## src/rtl/lwe_decrypt_core_if.sv

```systemverilog
// Handshake bundle between the ciphertext/key read path and the LWE decryption core.
// Noise monitor signals exist only when LWE_DECRYPT_NOISE_MON_EN is defined.
interface lwe_decrypt_core_if #(
  parameter int PLAINTEXT_WIDTH  = 6,
  parameter int CIPHERTEXT_WIDTH = 10
) ();
  logic                        start;
  logic                        in_valid;
  logic                        in_ready;
  logic [CIPHERTEXT_WIDTH-1:0] in_a;
  logic [CIPHERTEXT_WIDTH-1:0] in_s;
  logic                        out_valid;
  logic                        out_ready;
  logic [PLAINTEXT_WIDTH-1:0]  out_data;
  logic                        busy;
`ifdef LWE_DECRYPT_NOISE_MON_EN
  logic [CIPHERTEXT_WIDTH-PLAINTEXT_WIDTH:0] noise_out;
  logic                                      noise_warn;

  modport master (
    output start, in_valid, in_a, in_s, out_ready,
    input  in_ready, out_valid, out_data, busy, noise_out, noise_warn
  );
  modport slave (
    input  start, in_valid, in_a, in_s, out_ready,
    output in_ready, out_valid, out_data, busy, noise_out, noise_warn
  );
`else
  modport master (
    output start, in_valid, in_a, in_s, out_ready,
    input  in_ready, out_valid, out_data, busy
  );
  modport slave (
    input  start, in_valid, in_a, in_s, out_ready,
    output in_ready, out_valid, out_data, busy
  );
`endif
endinterface

```

## src/rtl/lwe_decrypt_core.sv

```systemverilog
// Streaming LWE decryption: plaintext = round_p(b - <a,s> mod q), valid/ready result.
// Optional noise monitor (noise_out/noise_warn) enabled by LWE_DECRYPT_NOISE_MON_EN.
//
// state | meaning
// IDLE  | waiting for a start pulse
// ACCUM | accepting DIMENSION (a_i, s_i) beats into acc
// BVAL  | accepting the b beat and rounding the difference
// OUT   | holding the result until out_ready
module lwe_decrypt_core #(
  parameter int PLAINTEXT_MODULUS  = 64,
  parameter int PLAINTEXT_WIDTH    = 6,
  parameter int CIPHERTEXT_MODULUS = 1024,
  parameter int CIPHERTEXT_WIDTH   = 10,
  parameter int DIMENSION          = 10,
  parameter int DIM_WIDTH          = 4
) (
  input logic               clk,
  input logic               rst_n,
  lwe_decrypt_core_if.slave bus
);
  localparam int SHIFT = CIPHERTEXT_WIDTH - PLAINTEXT_WIDTH;
  localparam logic [CIPHERTEXT_WIDTH-1:0] HALF_STEP =
    CIPHERTEXT_WIDTH'(CIPHERTEXT_MODULUS / (2 * PLAINTEXT_MODULUS));
  localparam logic [DIM_WIDTH-1:0] LAST_IDX = DIM_WIDTH'(DIMENSION - 1);

  typedef enum logic [1:0] {IDLE, ACCUM, BVAL, OUT} state_t;

  state_t                      state_q;
  logic [CIPHERTEXT_WIDTH-1:0] acc_q;
  logic [DIM_WIDTH-1:0]        cnt_q;
  logic                        in_ready_q;
  logic                        out_valid_q;
  logic [PLAINTEXT_WIDTH-1:0]  out_data_q;
  logic                        busy_q;

  logic                        in_beat;
  logic [CIPHERTEXT_WIDTH-1:0] prod;
  logic [CIPHERTEXT_WIDTH-1:0] acc_d;
  logic [CIPHERTEXT_WIDTH-1:0] diff;
  logic [PLAINTEXT_WIDTH-1:0]  round_d;

  assign in_beat = bus.in_valid & in_ready_q;
  // Product and sums are kept at CIPHERTEXT_WIDTH so everything wraps mod q.
  assign prod    = bus.in_a * bus.in_s;
  assign acc_d   = acc_q + prod;
  assign diff    = bus.in_a - acc_q;
  assign round_d = PLAINTEXT_WIDTH'((diff + HALF_STEP) >> SHIFT);

`ifdef LWE_DECRYPT_NOISE_MON_EN
  localparam int NW = SHIFT + 1;
  localparam logic [NW-1:0] QUARTER_STEP = NW'(CIPHERTEXT_MODULUS / (4 * PLAINTEXT_MODULUS));

  logic [NW-1:0] noise_q;
  logic          noise_warn_q;
  logic [NW-1:0] noise_d;
  logic [NW-1:0] noise_abs;
  logic          noise_warn_d;

  // Residual always fits in NW signed bits, so truncation is the sign-extended value.
  assign noise_d      = NW'(diff - {round_d, {SHIFT{1'b0}}});
  assign noise_abs    = noise_d[NW-1] ? -noise_d : noise_d;
  assign noise_warn_d = (noise_abs >= QUARTER_STEP);

  assign bus.noise_out  = noise_q;
  assign bus.noise_warn = noise_warn_q;
`endif

  always_ff @(posedge clk) begin
    if (!rst_n) begin
      state_q     <= IDLE;
      acc_q       <= '0;
      cnt_q       <= '0;
      in_ready_q  <= 1'b0;
      out_valid_q <= 1'b0;
      out_data_q  <= '0;
      busy_q      <= 1'b0;
`ifdef LWE_DECRYPT_NOISE_MON_EN
      noise_q      <= '0;
      noise_warn_q <= 1'b0;
`endif
    end else begin
      case (state_q)
        IDLE: begin
          if (bus.start) begin
            state_q    <= ACCUM;
            acc_q      <= '0;
            cnt_q      <= '0;
            busy_q     <= 1'b1;
            in_ready_q <= 1'b1;
          end
        end
        ACCUM: begin
          if (in_beat) begin
            acc_q <= acc_d;
            cnt_q <= cnt_q + DIM_WIDTH'(1);
            if (cnt_q == LAST_IDX) state_q <= BVAL;
          end
        end
        BVAL: begin
          if (in_beat) begin
            out_data_q  <= round_d;
            out_valid_q <= 1'b1;
            in_ready_q  <= 1'b0;
            state_q     <= OUT;
`ifdef LWE_DECRYPT_NOISE_MON_EN
            noise_q      <= noise_d;
            noise_warn_q <= noise_warn_d;
`endif
          end
        end
        OUT: begin
          if (bus.out_ready) begin
            out_valid_q <= 1'b0;
            busy_q      <= 1'b0;
            state_q     <= IDLE;
          end
        end
        default: state_q <= IDLE;
      endcase
    end
  end

  assign bus.in_ready  = in_ready_q;
  assign bus.out_valid = out_valid_q;
  assign bus.out_data  = out_data_q;
  assign bus.busy      = busy_q;
endmodule

```

## src/flat_wrapper.sv

```systemverilog
// flat-port wrapper written by rule: the top's interface ports become plain ports
module lwe_decrypt_core_flat 
#(
  parameter int PLAINTEXT_MODULUS  = 64,
  parameter int PLAINTEXT_WIDTH    = 6,
  parameter int CIPHERTEXT_MODULUS = 1024,
  parameter int CIPHERTEXT_WIDTH   = 10,
  parameter int DIMENSION          = 10,
  parameter int DIM_WIDTH          = 4
)
  (clk, rst_n, bus_start, bus_in_valid, bus_in_a, bus_in_s, bus_out_ready, bus_in_ready, bus_out_valid, bus_out_data, bus_busy);
  lwe_decrypt_core_if #(.PLAINTEXT_WIDTH(PLAINTEXT_WIDTH), .CIPHERTEXT_WIDTH(CIPHERTEXT_WIDTH)) bus_i ();
  input logic clk;
  input logic rst_n;
  input wire logic [$bits(bus_i.start)-1:0] bus_start;
  input wire logic [$bits(bus_i.in_valid)-1:0] bus_in_valid;
  input wire logic [$bits(bus_i.in_a)-1:0] bus_in_a;
  input wire logic [$bits(bus_i.in_s)-1:0] bus_in_s;
  input wire logic [$bits(bus_i.out_ready)-1:0] bus_out_ready;
  output wire logic [$bits(bus_i.in_ready)-1:0] bus_in_ready;
  output wire logic [$bits(bus_i.out_valid)-1:0] bus_out_valid;
  output wire logic [$bits(bus_i.out_data)-1:0] bus_out_data;
  output wire logic [$bits(bus_i.busy)-1:0] bus_busy;
  assign bus_i.start = bus_start;
  assign bus_i.in_valid = bus_in_valid;
  assign bus_i.in_a = bus_in_a;
  assign bus_i.in_s = bus_in_s;
  assign bus_i.out_ready = bus_out_ready;
  assign bus_in_ready = bus_i.in_ready;
  assign bus_out_valid = bus_i.out_valid;
  assign bus_out_data = bus_i.out_data;
  assign bus_busy = bus_i.busy;
  lwe_decrypt_core #(.PLAINTEXT_MODULUS(PLAINTEXT_MODULUS), .PLAINTEXT_WIDTH(PLAINTEXT_WIDTH), .CIPHERTEXT_MODULUS(CIPHERTEXT_MODULUS), .CIPHERTEXT_WIDTH(CIPHERTEXT_WIDTH), .DIMENSION(DIMENSION), .DIM_WIDTH(DIM_WIDTH)) u_core (.clk(clk), .rst_n(rst_n), .bus(bus_i));
endmodule
```

## config.mk

```make
export PLATFORM = sky130hd
export DESIGN_NAME = lwe_decrypt_core_flat
export DESIGN_NICKNAME = d
export VERILOG_FILES = /design/src/rtl/lwe_decrypt_core_if.sv /design/src/rtl/lwe_decrypt_core.sv /design/src/flat_wrapper.sv
export SDC_FILE = /design/constraint.sdc
export NUM_CORES = 1
export LEC_CHECK = 0
export BUFFER_PORTS_ARGS = -buffer_cell sky130_fd_sc_hd__buf_2
export CAP_MARGIN = 10
export CORE_MARGIN = 1.5
export CORE_UTILIZATION = 25
export DETAILED_ROUTE_END_ITERATION = 12
export PLACE_DENSITY = 0.47
export SYNTH_ARGS = -nofsm -noshare
export SYNTH_HDL_FRONTEND = slang
export SYNTH_SLANG_ARGS = --single-unit
```

## constraint.sdc

```tcl
create_clock -name clk -period 4.1 [get_ports clk]
set_input_delay 0.205 -clock clk [delete_from_list [all_inputs] [get_ports clk]]
set_output_delay 0.205 -clock clk [all_outputs]
set_load 0.05 [all_outputs]
```

Yosys cells after proc, flatten, opt, wreduce, memory -nomap -nowiden
Cells that the tools add are included.
Widths: inputs -> output; s select.
{ "classes": {"add_sub_neg": 4, "mul": 1, "eq_ne": 9, "n_mux": 19, "bitwise": 1, "reduce_logical": 11} }
{ "op_table": {"columns": ["operator", "n"], "rows": [
  ["$mux 10", 2],
  ["$pmux 10 s2", 1],
  ["$reduce_and 3->1", 4],
  ["$add 10x10->10", 1],
  ["$add 10x4->10 const B", 1],
  ["$mul 10x10->10", 1],
  ["$mux 2", 5],
  ["$sub 10x10->10", 1],
  ["$mux 4", 2],
  ["$pmux 2 s4", 1],
  ["$pmux 4 s2", 1],
  ["$reduce_bool 2->1", 4],
  ["$ne 2x1->1 const B", 3],
  ["$pmux 1 s2", 3],
  ["$reduce_and 5->1", 1],
  ["$add 4x1->4 const B", 1],
  ["$eq 2x2->1 const B", 2],
  ["$eq 4x4->1 const B", 1],
  ["$mux 1", 4],
  ["$ne 2x2->1 const B", 2],
  ["$eq 2x1->1 const B", 1],
  ["$logic_not 2->1", 1],
  ["$reduce_and 2->1", 1],
  ["$and 1x1->1", 1]
]} }
{ "totals": {"reg_bits": 25, "inputBits": 25, "word_cells": 52} }

Longest topological paths before layout
Gate-level depths: netlist of the first run.
{ "logic_depth": {"word_depth": 4, "mapped_depth": 21, "depth_no_buf": 20} }

Least setup slack after synthesis of the first run
OpenSTA, ideal clock, no wires.
{ "synth_timing": {"kind": "input to register", "start": "input port bus_in_s[1]", "end": "register u_core.acc_q[9]", "t_arrival_ps": 3996, "setup_slack_ps": 34, "stages": 17, "path_buffers": 1, "path_cell_list": "buf_2 nand2_1 fa_1 fa_1 inv_1 fa_1 fa_1 inv_1 fa_1 xor2_1 xnor2_1 xnor2_1 xnor2_1 xnor2_1 xnor2_1 nand3_1 a21boi_1"} }
{ "synth_via": {"elab_chain_len": 4} }
{ "synth_rtl": {"columns": ["element", "line", "text"], "rows": [
  ["start: declaration", "flat_wrapper.sv:18", "input wire logic [$bits(bus_i.in_s)-1:0] bus_in_s;"],
  ["$mul 10x10->10", "lwe_decrypt_core.sv:44", "assign prod = bus.in_a * bus.in_s;"],
  ["$add 10x10->10", "lwe_decrypt_core.sv:45", "assign acc_d = acc_q + prod;"],
  ["$mux 10", "lwe_decrypt_core.sv:93", "if (in_beat) begin"],
  ["$pmux 10 s2", "lwe_decrypt_core.sv:82", "case (state_q)"],
  ["end signal: assignment", "lwe_decrypt_core.sv:71", "acc_q <= '0;"],
  ["end signal: assignment", "lwe_decrypt_core.sv:86", "acc_q <= '0;"],
  ["end signal: assignment", "lwe_decrypt_core.sv:94", "acc_q <= acc_d;"],
  ["end: declaration", "lwe_decrypt_core.sv:29", "logic [CIPHERTEXT_WIDTH-1:0] acc_q;"]
]} }
Every way passes these cells. The select of a mux whose other input is x is not followed.
A chain may end at the register's enable or synchronous reset.

Worst setup path after layout of the first run
{ "layout_timing": {"start": "input port bus_in_a[6]", "end": "register u_core.acc_q[9]"} }
{ "layout_via": {"elab_chain_len": 4} }
{ "layout_rtl": {"columns": ["element", "line", "text"], "rows": [
  ["start: declaration", "flat_wrapper.sv:17", "input wire logic [$bits(bus_i.in_a)-1:0] bus_in_a;"],
  ["$mul 10x10->10", "lwe_decrypt_core.sv:44", null],
  ["$add 10x10->10", "lwe_decrypt_core.sv:45", null],
  ["$mux 10", "lwe_decrypt_core.sv:93", null],
  ["$pmux 10 s2", "lwe_decrypt_core.sv:82", null]
]} }
Every way passes these cells. The select of a mux whose other input is x is not followed.

==> results of run 1 <==
state kept, by name (all words and copies together), names as in the netlist:
name / flops
u_core.acc_q: 10
u_core.bus.out_data: 6
u_core.cnt_q: 4
u_core.state_q: 2
u_core.bus.busy: 1
u_core.bus.in_ready: 1
u_core.bus.out_valid: 1
power groups by stage:
stage	Sequential [mW]	Clock [mW]	Combinational, mW
finish	0.327	0.218	1.66
global route	0.334	0.235	1.90
CTS	0.328	0.227	1.61
detailed placement	0.333	0	1.55
global placement	0.333	0	1.55
floorplan	0.362	0	1.05
routing by layer:
metal / vias up / share of wire [%]
li1: 1330 / -
met1: 1214 / 49
met2: 30 / 49
met3: 4 / 2.1
met4: 0 / 0.72
met5: - / 0
kinds of logic after synthesis:
logic type / Yosys count / synth area share, %
muxes: 1 / 0.3118
and+or+nand+nor: 121 / 17.38
DFF: 25 / 15.59
adders and majority gates: 79 / 37.80
xor gates and xnor gates: 35 / 9.548
buffers and inverters: 77 / 9.158
AOI/OAI and AO/OA: 47 / 10.21
tightest hold or removal path: stages:
cell	delay, ps
buf_2	90
nand2_1	60
nand2_1	60
a21boi_0	70
cells in the mapped netlist, drive strengths merged, types with 2 or more instances:
| cell | count |
|---|---|
| o22ai | 2 |
| ha | 49 |
| a21o | 2 |
| buf | 4 |
| nand3b | 2 |
| and2 | 25 |
| a21oi | 10 |
| o211ai | 2 |
| clkbuf | 4 |
| nand3 | 12 |
| inv | 69 |
| dfxtp | 25 |
| fa | 30 |
| o21bai | 3 |
| a211oi | 2 |
| a21boi | 10 |
| xor2 | 6 |
| o21ai | 11 |
| nand2 | 67 |
| xnor2 | 29 |
| nor2 | 6 |
| nor3 | 3 |
| nor2b | 3 |
area by class of cell:
| class | instances | area [um^2] |
|---|---|---|
| clock inverter | 1 | 7.507 |
| clock buffer | 3 | 75.07 |
| sequential | 25 | 500.5 |
| inverter | 69 | 259.0 |
| timing repair buffer | 65 | 440.4 |
| tap | 172 | 215.2 |
| multi-input combinational | 283 | 2517 |
| fill | 1345 | 8553 |
path summary, 6_finish.rpt:
kind / start / endpoint / slack [ps] / depth (start not counted)
max: bus_in_a[6] / u_core.acc_q[9] / 190 / 18
max reg2reg: u_core.acc_q[5] / u_core.acc_q[9] / 740 / 13
min: bus_out_ready / u_core.bus.busy / 270 / 4
min reg2reg: u_core.acc_q[8] / u_core.acc_q[8] / 460 / 2
through the flow:
stage	power, mW	setup slack, ps	hold slack [ps]	cells
after global routing	2.466	3.395	290.5	618
after global placement	1.878	-386.8	451.6	613
after detailed placement	1.888	-423.4	457.8	613
after floorplan	1.417	34.09	337.2	385
final	2.207	193.4	271.5	618
after CTS	2.162	4.932	265.3	617
timing repair:
action | CTS | global route
pin swaps | 9 | 21
gates resized for setup | 7 | 29
endpoints found under the setup margin | 1 | 3
buffers inserted | 0 | 1
==> metrics.txt, run 1 <==
status=finished, final reports clean; fmax=between 200 and 300 MHz; top cells by area, synth=ha_1 19%, fa_1 19%, dfxtp_1 16%; switching power total=approximately 1 mW; CP bufs+invs=4; Gate power share=~75%; PortBufs=33; Tmin final=~4000 ps; most frequent cells in the layout=66 x inv_1, 63 x nand2_1, 45 x ha_1; clock net sink count=25; Seq/Total Area, Yosys=15.59%; post-route setup TNS=0 ps; Die Width=between 100 and 150 um; Clock Tree Buf Depth=2; Tightest Hold Check Type=primary input to flip-flop; Synth Cell Area=3211 um^2; number of synthesized flops with an enable pin=0; Worst path most repeated cell=xnor2_1; Startpoint Class=primary input; die area=between 10000 and 15000 um^2; Final Hold Vio Count=0; Clk Latency, worst-skew pair=between 200 and 300 ps; Sequential Power Share=between 10% and 20%; post-synth top area cell=ha_1; DRC viols=0; Yosys warning count=0; fin nets=551; H-Tree Depth=1; Rel. slew slack=62.28%; sw frac=~45%; Num CTS Buffers=3; count of distinct cell types in the synthesized netlist=35; fin crit share=between 90% and 100%; Clock Skew=around 7.9 ps; critical path's top delay family=adder cells; Synth Instances=385; Layout area overhead=25.06%; Die Y=between 100 and 150 um; post-layout util=a little under a third; global route hottest layer=met2; Diodes inserted=0; Avg Cell Area, Syn=between 8 and 9 um^2; met3 Use GR=0.5708%; top cell type's share of synthesized area=between 10% and 20%; RSZ-0062 raised after global routing=false; met1 GRT Util=15.71%; drt first pass iters=4; CORE AREA=12570 um^2; wire per inst=11.92 um; CP max stage cell=fa_1; DRT iter0 DRCs=73; main flop type after synthesis=dfxtp_1; Power per Cell Area=around 550 nW/um^2; placed cell area=between 3000 and 4000 um^2; hpwl dp=6222 um; Slew @ Worst Pin=around 570 ps; GRT Resource Usage Total=11.63%; Data arrival, critical path=slightly above 4000 ps; Leakage=1.869 nW; Final ANT Viol Nets=0; first-pass GRT wire length=about 13000 um; row cnt=41; Final GP Congestion=0.7751; largest net degree at the start of global routing=24; layout cells sized above 1=a little over a fifth; Setup-failing EPs final=0; IO Pins=34; Slew Limit Fails=0; syn nets=around 490; met2 Track Usage GR=between 20% and 30%; worst vdd ir=300.8 uV; vias per inst=roughly 4.2; clk slew on worst S/H paths=around 70 ps; Clock Tree Root=clkbuf_16; final wirelength=approximately 7400 um; initial antenna violation count=0; CP Max Fanout=3; CP max stage delay=approximately 550 ps; vias in the first global route=2682; clock power share=a little under 10%; Yosys reg bits=25; Setup CP Type=primary input to flip-flop; GR Overflow Total=0; crit path capture type=flip-flop; Data required, critical path=4290 ps; asr flop ratio synth=0%; Design Area, Final=around 4000 um^2; CTS hold repair buffers=0; Vias=~2600; commonest non-fill, non-tap cell in the layout=inv_1; CTS tree=done; Critical Path, Cell by Cell=buf_4 > buf_4 > nand2_1 > fa_2 > fa_1 > inv_1 > fa_1 > fa_1 > inv_2 > fa_2 > xor2_1 > xnor2_1 > xnor2_1 > xnor2_1 > xnor2_2 > xnor2_1 > nand3_1 > a21boi_1; Starting Density=about a quarter; design internal power=around 1.2 mW; MaxCap Viol Count=0
(Power assumes the default switching activity.)
==> run 2: changes to the inputs <==
BUFFER_PORTS_ARGS = -buffer_cell sky130_fd_sc_hd__buf_4   (was -buffer_cell sky130_fd_sc_hd__buf_2)
REMOVE_ABC_BUFFERS = 1   (was unset)
==> run 2 against run 1 <==
Net effect:
- core utilization grew 1.1 points
- clock-buffer cell count grew 1
- routed wire length grew 1.4%
- die area is the same
- final cell count grew 0.32%
- setup slack gained 27 ps
- design area grew 3.3%
- highest routed layer unchanged
- fmax grew 0.69%
- combinational power is essentially flat
- sequential power is essentially flat
- worst hold slack lost 17 ps
==> metrics.txt, run 2 (same netlist as run 1, synthesis figures left out) <==
worst vdd ir=between 200 and 300 uV; crit path capture type=flip-flop; CTS tree=done; Final Hold Vio Count=0; DRC viols=0; reg2reg end=u_core.acc_q[9]; MaxCap Viol Count=0; final wirelength=approximately 7500 um; Leakage=1.925 nW; Data arrival, critical path=about 4000 ps; CP startpoint=bus_in_a[1]; Startpoint Class=primary input; Setup CP Type=primary input to flip-flop; Data required, critical path=roughly 4300 ps; Diodes inserted=0; crit path capture=u_core.acc_q[9]; H-Tree Depth=1; Tightest Hold Check Type=primary input to flip-flop; fin nets=~550; GRT Resource Usage Total=between 10% and 20%; Vias=2590; placed cell area=slightly below 4000 um^2; Clock Skew=roughly 7.8 ps; fin crit share=94.63%; Design Power=2.242 mW; Critical R2R Launch=u_core.acc_q[5]; initial antenna violation count=0; CP Max Fanout=5; IO Pins=34; layout cells sized above 1=20.31%; row cnt=between 40 and 50; CORE AREA=about 13000 um^2; Clock Tree Root=clkbuf_16; most frequent cells in the layout=69 x inv_1, 62 x nand2_1, 57 x buf_4; status=finished, final reports clean; hpwl dp=just over 6000 um; Slew @ Worst Pin=between 500 and 600 ps; Design Area, Final=approximately 4100 um^2; Power per Cell Area=540.3 nW/um^2; Rel. slew slack=between 60% and 70%; final cell count without fillers=between 600 and 700; Num CTS Buffers=3; Starting Density=between 20 and 30%; placed cells=613; PortBufs=33; Layout area overhead=29.23%; vias in the first global route=roughly 2600; Sequential Power Share=14.7%; clock net sink count=25; Final ANT Viol Nets=0; fmax=around 260 MHz; drt first pass iters=4; sw frac=a little under half; switching power total=slightly above 1 mW; Clock Tree Buf Depth=2; DRT iter0 DRCs=84; Final GP Congestion=approximately 0.76; wire per inst=between 10 and 15 um; Clk Latency, worst-skew pair=260 ps; clk slew on worst S/H paths=70 ps; r2r worst-path depth=13; RSZ-0062 raised after global routing=true; Die Width=116.3 um; post-layout util=roughly a third; r2r setup slk=approximately 760 ps; Tmin final=a little under 4000 ps; Slew Limit Fails=0; design internal power=about 1.2 mW; vias per inst=about 4.2; largest net degree at the start of global routing=24; Top reg by flops=u_core.acc_q; Die Y=about 120 um; clock power share=9.9%; max reg flops=10; first-pass GRT wire length=approximately 12000 um; die area=approximately 14000 um^2; GR Overflow Total=0; commonest non-fill, non-tap cell in the layout=inv_1; Gate power share=between 70% and 80%; Setup-failing EPs final=0
==> run 2: cell count changes in the layout (fill, tap and decap cells not counted), moves of 3 or more <==
| cell | delta |
|---|---|
| buf_2 | -25 |
| buf_4 | +23 |
| buf_6 | +4 |
| inv_1 | +3 |
| inv_2 | -3 |
==> run 2: area by class of cell <==
class                           instances  area, um^2
Fill cell                            1341        8419
Multi-Input combinational cell        283        2537
Timing Repair Buffer                   67       558.0
Sequential cell                        25       500.5
Inverter                               69       259.0
Tap cell                              172       215.2
Clock buffer                            4       78.83
==> run 2: repair_timing <==
| action | CTS | global route |
|---|---|---|
| pin swaps | 9 | 20 |
| setup endpoints to repair | 1 | 2 |
| gates resized for setup | 4 | 28 |
| buffers inserted | 0 | 3 |
| hold buffers | 0 | 0 |
==> run 2: power by group through the flow <==
stage | Clock, mW | Combinational, mW | Sequential [mW]
6_report | 0.221 | 1.69 | 0.329
3_5_place_dp | 0 | 1.56 | 0.335
3_3_place_gp | 0 | 1.55 | 0.334
2_1_floorplan | 0 | 1.04 | 0.362
4_1_cts | 0.225 | 1.61 | 0.330
5_1_grt | 0.236 | 1.93 | 0.338
==> run 2: how the worst min path moves through the flow <==
stage                    start                  end  slack (ps)  cells past startpoint
2_1_floorplan            rst_n      u_core.acc_q[5]         330                      1
3_3_place_gp   u_core.acc_q[4]      u_core.acc_q[4]         450                      2
3_5_place_dp   u_core.acc_q[8]      u_core.acc_q[8]         450                      2
4_1_cts           bus_in_valid  u_core.bus.in_ready         260                      4
5_1_grt           bus_in_valid  u_core.bus.in_ready         270                      4
6_report          bus_in_valid  u_core.bus.in_ready         250                      4
==> run 2: per-layer routing <==
metal / wire [um] / GRT usage [%] / share of wire, %
met1: 3576 / 15.05 / 48
met2: 3648 / 20.75 / 49
met3: 209 / 0.8303 / 2.8
met4: 38 / 2.195 / 0.51
met5: 0 / 0 / 0
==> run 2: worst max-delay path: stages <==
cell	delay, ps
buf_4	130
and2_1	160
fa_1	540
ha_1	150
inv_1	60
fa_1	520
fa_1	450
fa_1	540
inv_1	40
ha_1	280
inv_1	90
o21bai_2	100
a2111oi_4	290
nor3_1	110
xnor2_1	170
nand3_1	90
a21boi_1	160
==> run 2: per-stage QoR <==
stage / hold slack (ps) / setup WS [ps] / setup TNS, ps
2_1_floorplan: 326.7 / 108.3 / 0
3_3_place_gp: 454.5 / -350.1 / -415.8
3_5_place_dp: 451.5 / -398.4 / -473.5
4_1_cts: 259.1 / 7.651 / 0
5_1_grt: 271.4 / -46.87 / -54.25
6_report: 254.1 / 220.4 / 0
